**src/rtl/decoder_scan_sequencer_pkg.sv**
```systemverilog
// Shared definitions for the decoder scan sequencer: state encodings and channel geometry.
package decoder_scan_sequencer_pkg;

  localparam int                NUM_CH   = 8;
  localparam int                SEL_W    = 3;
  localparam logic [NUM_CH-1:0] MASK_ALL = 8'hFF;

  typedef enum logic [1:0] {
    ST_IDLE = 2'd0,
    ST_SCAN = 2'd1,
    ST_GAP  = 2'd2
  } state_t;

endpackage

```
**src/rtl/decoder_scan_sequencer_scan_next_sel.sv**
```systemverilog
// Combinational search for the next enabled channel after cur, wrapping to the lowest one.
// With cur = 7 it returns the first enabled channel of a frame (wrap is then meaningless).
module scan_next_sel
  import decoder_scan_sequencer_pkg::*;
(
  input  logic [NUM_CH-1:0] mask,
  input  logic [SEL_W-1:0]  cur,
  output logic [SEL_W-1:0]  nxt,
  output logic              wrap,
  output logic              none
);

  logic             found_hi;
  logic [SEL_W-1:0] hi;
  logic [SEL_W-1:0] lo;

  always_comb begin
    // NOTE: every variable gets a default before the loop so no path leaves it unassigned (no latch).
    found_hi = 1'b0;
    hi       = '0;
    lo       = '0;
    // Descending walk: the last hit seen is the smallest qualifying index.
    for (int i = NUM_CH - 1; i >= 0; i--) begin
      if (!mask[i]) begin
        lo = SEL_W'(i);
        if (i > int'(cur)) begin
          hi       = SEL_W'(i);
          found_hi = 1'b1;
        end
      end
    end
    none = (mask == MASK_ALL);
    wrap = !found_hi;
    nxt  = found_hi ? hi : lo;
  end

endmodule

```
**src/rtl/decoder_scan_sequencer.sv**
```systemverilog
// Round-robin scan sequencer driving a 3-to-8 active-low-enable decoder (sel / en_n).
// Build with SCAN_BLANK_GAP_EN defined to insert one blanked cycle between channel windows.
module decoder_scan_sequencer
  import decoder_scan_sequencer_pkg::*;
#(
  parameter int DWELL_W = 8
) (
  input  logic               clk,
  input  logic               rst,
  input  logic               start,
  input  logic               stop,
  input  logic [DWELL_W-1:0] dwell,
  input  logic [NUM_CH-1:0]  mask,
  output logic [SEL_W-1:0]   sel,
  output logic               en_n,
  output logic               chan_done,
  output logic               frame_done,
  output logic               busy
);

  state_t             state_q, state_d;
  logic [DWELL_W-1:0] cnt_q, cnt_d;
  logic [SEL_W-1:0]   sel_q, sel_d;
  logic               en_n_q, en_n_d;
  logic               busy_q, busy_d;
  logic               stop_pend_q, stop_pend_d;
  logic               chan_done_q, frame_done_q;
  logic [SEL_W-1:0]   nxt_q;
  logic               none_q;
  logic               last_d;

  logic [SEL_W-1:0]   first_sel;
  logic               first_wrap_unused;
  logic               first_none;
  logic [SEL_W-1:0]   nx_sel;
  logic               nx_wrap;
  logic               nx_none;
  logic [DWELL_W-1:0] dwell_ld;

  assign dwell_ld = (dwell == '0) ? DWELL_W'(1) : dwell;

  scan_next_sel u_first (
    .mask (mask),
    .cur  (SEL_W'(NUM_CH - 1)),
    .nxt  (first_sel),
    .wrap (first_wrap_unused),
    .none (first_none)
  );

  // Successor of the channel whose last active cycle is about to start; the mask seen on
  // that edge fixes frame_done for the window and the channel that follows it.
  scan_next_sel u_next (
    .mask (mask),
    .cur  (sel_d),
    .nxt  (nx_sel),
    .wrap (nx_wrap),
    .none (nx_none)
  );

  always_comb begin
    state_d     = state_q;
    cnt_d       = cnt_q;
    sel_d       = sel_q;
    en_n_d      = en_n_q;
    busy_d      = busy_q;
    stop_pend_d = stop_pend_q | (busy_q & stop);
    case (state_q)
      ST_IDLE: begin
        if (start && !stop && !first_none) begin
          state_d = ST_SCAN;
          sel_d   = first_sel;
          cnt_d   = dwell_ld;
          en_n_d  = 1'b0;
          busy_d  = 1'b1;
        end
      end
      ST_SCAN: begin
        if (cnt_q > DWELL_W'(1)) begin
          cnt_d = cnt_q - DWELL_W'(1);
        end else if (stop_pend_d || none_q) begin
          state_d     = ST_IDLE;
          cnt_d       = '0;
          en_n_d      = 1'b1;
          busy_d      = 1'b0;
          stop_pend_d = 1'b0;
        end else begin
`ifdef SCAN_BLANK_GAP_EN
          state_d = ST_GAP;
          sel_d   = nxt_q;
          cnt_d   = '0;
          en_n_d  = 1'b1;
`else
          sel_d   = nxt_q;
          cnt_d   = dwell_ld;
`endif
        end
      end
`ifdef SCAN_BLANK_GAP_EN
      ST_GAP: begin
        state_d = ST_SCAN;
        cnt_d   = dwell_ld;
        en_n_d  = 1'b0;
      end
`endif
      default: begin
        state_d     = ST_IDLE;
        cnt_d       = '0;
        en_n_d      = 1'b1;
        busy_d      = 1'b0;
        stop_pend_d = 1'b0;
      end
    endcase
    last_d = (state_d == ST_SCAN) && (cnt_d == DWELL_W'(1));
  end

  // NOTE: state is written with non-blocking assignments so every register samples pre-edge values.
  always_ff @(posedge clk) begin
    if (rst) begin
      state_q      <= ST_IDLE;
      cnt_q        <= '0;
      sel_q        <= '0;
      en_n_q       <= 1'b1;
      busy_q       <= 1'b0;
      stop_pend_q  <= 1'b0;
      chan_done_q  <= 1'b0;
      frame_done_q <= 1'b0;
      nxt_q        <= '0;
      none_q       <= 1'b0;
    end else begin
      state_q      <= state_d;
      cnt_q        <= cnt_d;
      sel_q        <= sel_d;
      en_n_q       <= en_n_d;
      busy_q       <= busy_d;
      stop_pend_q  <= stop_pend_d;
      chan_done_q  <= last_d;
      frame_done_q <= last_d & (nx_wrap | nx_none);
      if (last_d) begin
        nxt_q  <= nx_sel;
        none_q <= nx_none;
      end
    end
  end

  assign sel        = sel_q;
  assign en_n       = en_n_q;
  assign chan_done  = chan_done_q;
  assign frame_done = frame_done_q;
  assign busy       = busy_q;

endmodule

```
**config.mk**
```make
export PLATFORM = sky130hd
export DESIGN_NAME = decoder_scan_sequencer
export DESIGN_NICKNAME = d
export VERILOG_FILES = /design/src/rtl/decoder_scan_sequencer_pkg.sv /design/src/rtl/decoder_scan_sequencer_scan_next_sel.sv /design/src/rtl/decoder_scan_sequencer.sv
export SDC_FILE = /design/constraint.sdc
export NUM_CORES = 1
export LEC_CHECK = 0
export ABC_AREA = 0
export ABC_CLOCK_PERIOD_IN_PS = 5850
export CAP_MARGIN = 10
export CORE_ASPECT_RATIO = 2
export CORE_MARGIN = 4
export CORE_UTILIZATION = 28
export CTS_CLUSTER_SIZE = 8
export DETAILED_ROUTE_END_ITERATION = 10
export GPL_TIMING_DRIVEN = 1
export HOLD_SLACK_MARGIN = 0.05
export SETUP_SLACK_MARGIN = 0.15
export SLEW_MARGIN = 20
export SYNTH_ARGS = -nofsm -noshare
export SYNTH_HDL_FRONTEND = slang
export SYNTH_SLANG_ARGS = --single-unit
```
**constraint.sdc**
```tcl
create_clock -name clk -period 5.85 [get_ports clk]
set_input_delay 1.17 -clock clk [delete_from_list [all_inputs] [get_ports clk]]
set_output_delay 1.17 -clock clk [all_outputs]
set_load 0.01 [all_outputs]
```
### Word level (Yosys, flattened, before mapping)

Cells that the tools add are included.
Widths: inputs -> output; s select.

* register bits: 22
* input port bits: 20
* output and inout bits: 7

* $add $sub $neg: 1
* magnitude comparators: 8
* equality and inequality tests: 7
* mux-type cells: 61
* bitwise gates (word level): 4
* reduce and logical (&&, ||, !) cells: 10

Operators by type and width (number)
* $mux 3: 26
* $mux 8: 4
* $mux 1: 22
* $pmux 8 s2: 1
* $gt 3x3->1 const A: 4
* $eq 8x1->1 const B: 1
* $eq 8x8->1 const B: 1
* $gt 8x1->1 const B: 1
* $logic_not 8->1: 1
* $sub 8x1->8 const B: 1
* $gt 2x3->1 const A: 2
* $mux 2: 3
* $ne 2x2->1 const B: 3
* $pmux 1 s2: 3
* $pmux 3 s2: 1
* $eq 2x1->1 const B: 2
* $pmux 2 s2: 1
* $gt 1x3->1 const A: 1
* $logic_and 1x1->1: 3
* $logic_not 1->1: 3
* $reduce_and 3->1: 1
* $and 1x1->1: 2
* $logic_not 2->1: 1
* $or 1x1->1: 2
* $logic_or 1x1->1: 1

### Depth between registers and ports, before layout

* depth in word-level cells: 28
* mapped depth: 11

### By module

From an unflattened synthesis, not the netlist that was laid out.

* cells, all modules: 241
* area total of the unflattened synthesis: 1829.3 um^2

By module, submodules not included
* decoder_scan_sequencer: times used 1, cells an instance 153, area each 1303.8 um^2, sequential area each 440.4 um^2
* scan_next_sel: times used 2, cells an instance 44, area each 262.8 um^2, sequential area each 0.0 um^2

### Least setup slack after synthesis

No wires, ideal clock.

* path kind: in2reg
* from: in mask[2]
* to: reg nxt_q[1]
* data arrival time: 3.328 ns
* path slack: 2.464 ns
* stages on the path: 9
* buffers on the path: 1
* path through: buf_2 -> nand4_1 -> o21ai_1 -> o21ai_4 -> a221oi_2 -> o2111ai_1 -> or4_4 -> nor2_1 -> a31o_1

* longest elaborated chain between the ends: 21
* elaborated cells on any way between the ends: 51
* classes of those cells: 7 x order compare; 3 x eq/ne; 38 x mux; 3 x reduce/logical

RTL lines
* start, declared: line decoder_scan_sequencer.sv:13 `input logic [NUM_CH-1:0] mask,`
* $eq 8x8->1 or $mux 3 (tied branches): line decoder_scan_sequencer_scan_next_sel.sv:32, decoder_scan_sequencer_scan_next_sel.sv:24
* $logic_not 1->1 or $mux 3 (tied branches): line decoder_scan_sequencer.sv:69, decoder_scan_sequencer_scan_next_sel.sv:24
* $logic_and 1x1->1 or $mux 3 (tied branches): line decoder_scan_sequencer.sv:69, decoder_scan_sequencer_scan_next_sel.sv:24
* $mux 3: line decoder_scan_sequencer.sv:69 `if (start && !stop && !first_none) begin`
* $pmux 3 s2: line decoder_scan_sequencer.sv:67 `case (state_q)`
* $gt 3x3->1: line decoder_scan_sequencer_scan_next_sel.sv:26 `if (i > int'(cur)) begin`
* $mux 3 or $mux 1 (tied branches): line decoder_scan_sequencer_scan_next_sel.sv:26
* $mux 3 or $mux 1 (tied branches): line decoder_scan_sequencer_scan_next_sel.sv:24 `if (!mask[i]) begin`
* (+5 left out)
* $mux 3 or $mux 1 (tied branches): line decoder_scan_sequencer_scan_next_sel.sv:24
* $mux 3 or $mux 1 (tied branches): line decoder_scan_sequencer_scan_next_sel.sv:26
* $mux 3 or $mux 1 (tied branches): line decoder_scan_sequencer_scan_next_sel.sv:24
* $mux 3 or $mux 1 (tied branches): line decoder_scan_sequencer_scan_next_sel.sv:26
* $mux 3 or $mux 1 (tied branches): line decoder_scan_sequencer_scan_next_sel.sv:24
* $mux 3 or $mux 1 (tied branches): line decoder_scan_sequencer_scan_next_sel.sv:26
* $mux 3 or $mux 1 (tied branches): line decoder_scan_sequencer_scan_next_sel.sv:24
* $mux 3: line decoder_scan_sequencer_scan_next_sel.sv:34 `nxt = found_hi ? hi : lo;`
* end signal, assigned: line decoder_scan_sequencer.sv:139 `nxt_q <= nx_sel;`
* end, declared: line decoder_scan_sequencer.sv:28 `logic [SEL_W-1:0] nxt_q;`

Parallel ways exist; a longest one is shown, timed or not.
A chain may end at the register's enable or synchronous reset.

### Worst setup path in the final report

* from: in mask[2]
* to: reg none_q

* longest elaborated chain between the ends: 7
* elaborated cells on any way between the ends: 10
* classes of those cells: 3 x eq/ne; 4 x mux; 3 x reduce/logical

RTL lines
* $eq 8x8->1 (*): line decoder_scan_sequencer_scan_next_sel.sv:32 `none = (mask == MASK_ALL);`
* $logic_not 1->1: line decoder_scan_sequencer.sv:69
* $logic_and 1x1->1: line decoder_scan_sequencer.sv:69
* $mux 8 or $mux 2 (tied branches): line decoder_scan_sequencer.sv:69
* $pmux 8 s2 or $pmux 2 s2 (tied branches): line decoder_scan_sequencer.sv:67
* $eq 8x1->1 or $eq 2x1->1 (tied branches): line decoder_scan_sequencer.sv:113 `last_d = (state_d == ST_SCAN) && (cnt_d == DWELL_W'(1));`
* $logic_and 1x1->1: line decoder_scan_sequencer.sv:113
* end signal, assigned: line decoder_scan_sequencer.sv:140 `none_q <= nx_none;`
* end, declared: line decoder_scan_sequencer.sv:29 `logic none_q;`

Mark *: on every way between the ends. The rest lies on a longest branch, timed or not.

==> impl_metrics.py <==
metrics = {
    "setup_path": {
        "crit_arrival_ps": 4230,
        "cp.buffers_inverters": 1,
        "cp-start-kind": "primary input",
        "path_max_fanout": 9,
        "required_ps": 5980,
        "cpMaxStageDelayCell": "o21ai_0",
        "cp-end-kind": "register",
        "r2r_slack_ps": 2660,
        "crit_type": "in2reg",
        "cp_cell_sequence": "clkdlybuf4s50_1, nand4_1, o21ai_0, and2_1, a221o_1, nand2_1, nor4_2, mux2i_1, nor2_1",
        "crit_family": "simple AND/OR/NAND/NOR gates",
        "slowest_delay_ps": 680,
    },
    "floorplan": {
        "row_count": 37,
        "fp.dieW_um": 59.8,
        "initial_utilization": 0.289,
        "core_um2": 5180,
        "chipHeight_um": 112,
        "design.portCount": 27,
        "die-area_um2": 6660,
    },
    "cts": {
        "clk_pin_slew_ps": 70,
        "cts_root_buf": "clkbuf_8",
        "postCtsResizedCells": 0,
        "insertion_delay_ps": 250,
        "ctsHtreeMaxLevel": 1,
        "cts_buffers": 3,
        "ctsHoldBuffers": 0,
        "post_cts_buffers": 0,
        "cts_tree": "done",
        "clock-sinks": 22,
        "cts.path.max_buffers": 2,
    },
    "timing": {
        "slew_headroom": 0.480,
        "skew_ps": 3.24,
        "min_period_ps": 4100,
        "max_clock_freq_ghz": 0.244,
        "worst_pin_slew_ps": 773,
        "hold_viol_final": 0,
        "setup-tns-final_ps": 0,
        "slew_violations": 0,
        "setup_slack_ps": 1750,
        "post-route-period-util": 0.701,
        "rsz0062_at_grt": "no",
        "setup_violations": 0,
    },
    "global_routing": {
        "grt_usage": 0.140,
        "antenna_found_initial": 0,
        "grt_overflow": 0,
        "use_met1": 0.133,
        "grt_start_max_net_pins": 14,
        "grt_use_met2": 0.267,
        "use_met3": 0.0139,
        "grt-busiest-layer": "met2",
        "grt_pass1_wl_um": 7310,
        "grt_pass1_vias": 1628,
    },
    "finish": {
        "layout-area-overhead-vs-synth_pct": 23.9,
        "final_cell_mix": "clkdlybuf4s50_1 (26), nor2_1 (23), dfxtp_1 (22)",
        "antenna_cells": 0,
        "utilization": 0.358,
        "nFillCells": 570,
        "final_cell_count_no_fill": 272,
        "fin_nets": 238,
        "drive_gt1_frac": 0.0794,
        "final_common_cell": "clkdlybuf4s50_1",
    },
    "pwr": {
        "leakage_nw": 0.674,
        "power_per_cell_area_nw_per_um2": 173,
        "irDropWorstVdd_v": 0.000154,
        "power_w": 0.000321,
    },
    "route": {
        "drc_errors": 0,
        "vias": 1609,
        "detail-route-antenna-nets": 0,
        "dr.pass1.iters": 4,
        "vias_per_cell": 5.92,
        "avgRoutedWirePerCell_um": 17.1,
        "wl_um": 4660,
        "drtIter0Drc": 91,
    },
    "synth": {
        "synth_edf_count": 0,
        "synthXorXnorAreaFrac": 0.00584,
        "synth-simple-area-share": 0.346,
        "synth_cells": 189,
        "yosys_warnings": 0,
        "synthFlopType": "dfxtp_1",
        "synth-async-reset-ratio": 0,
        "yosysUniqueCellTypes": 57,
        "yosys.area.top_type": "dfxtp_1",
        "synth.area.top_cells": "dfxtp_1 (29%), nor2_1 (5.8%), nand2_1 (3.3%)",
        "synth-seq-cells": 22,
        "avgSynthCellArea_um2": 7.94,
        "syn-num-nets": 211,
        "yosys.area.top_type_share": 0.294,
        "syn-cell-area_um2": 1500,
        "synth_adder_area_share": 0.0167,
        "synth_compound_area_frac": 0.305,
        "synth_seq_area_share": 0.294,
        "synth_top_family_by_area": "simple AND/OR/NAND/NOR gates",
        "synth_mux_area_frac": 0.00667,
    },
    "min_path": {
        "hold_class": "reg2reg",
    },
    "run": {
        "max_cap_viol_count": 0,
    },
    "placed_design": {
        "place_ws_ps": 1490,
        "hpwl_um": 3870,
        "io_buffers": 26,
        "place_inst": 269,
        "gp_congestion": 0.947,
    },
    "status": {
        "run_status": "completed",
    },
}
cell families after synthesis:
kind of cell	count (synthesis)
xor+xnor	1
buf+inv	9
mux	1
simple gates	94
flops	22
other cells	1
compound gates	59
fa+ha+maj	2
path summary, 6_finish.rpt:
kind	start	end	depth (start not counted)
setup / recovery	mask[2]	none_q	9
hold reg to reg	nxt_q[2]	nxt_q[2]	2
hold / removal	nxt_q[2]	nxt_q[2]	2
setup reg to reg	cnt_q[4]	nxt_q[1]	8
through the flow:
step | area [um^2] | hold WS (ps)
6_report | 1860 | 483
5_1_grt | 1860 | 513
4_1_cts | 1860 | 492
3_5_place_dp | 1820 | 481
3_3_place_gp | 1820 | 481
2_1_floorplan | 1500 | 432
area by class of cell:
| class | instances | area (um^2) | share of cell area |
|---|---|---|---|
| Inverter | 5 | 18.8 | 0.0101 |
| Timing Repair Buffer | 26 | 260 | 0.140 |
| Clock buffer | 3 | 41.3 | 0.0222 |
| Multi-Input combinational cell | 158 | 1020 | 0.552 |
| Sequential cell | 22 | 440 | 0.237 |
| Tap cell | 58 | 72.6 | 0.0391 |
Yosys cell counts, types with 3 or more instances:
| cell | instances |
|---|---|
| nor2_1 | 23 |
| dfxtp_1 | 22 |
| nand2_1 | 13 |
| nand3_1 | 9 |
| a21oi_1 | 8 |
| o21ai_0 | 7 |
| nor2b_1 | 6 |
| nor3_1 | 6 |
| a221oi_1 | 5 |
| a31oi_1 | 5 |
| inv_1 | 5 |
| nand4_1 | 5 |
| and3_1 | 4 |
| nor4_1 | 4 |
| o21a_1 | 4 |
| a211oi_1 | 3 |
| nand2b_1 | 3 |
| o21ai_1 | 3 |
| or2_2 | 3 |
| or3_1 | 3 |
registers in the layout, summed over array words and instances, names as in the netlist:
name,cells
en_n,1
sel,3
frame_done,1
nxt_q,3
state_q,2
cnt_q,8
none_q,1
busy,1
chan_done,1
stop_pend_q,1
tightest hold or removal path: stages, from the launching register on:
cell     delay, ps
dfxtp_1        330
nand2_1         60
a21oi_1         50
layer usage:
metal / part of all wire / vias to the layer above
met4: 0.052 / 0
met3: 0.034 / 17
met2: 0.56 / 48
met1: 0.35 / 764
li1: - / 780
met5: 0 / -
where the power goes:
group | internal, W | switching, W | total (W)
Sequential | 0.000153 | 0.00000341 | 0.000156
Clock | 0.0000458 | 0.0000442 | 0.0000900
Combinational | 0.0000334 | 0.0000416 | 0.0000750
Power figures use the tool's default switching activity.
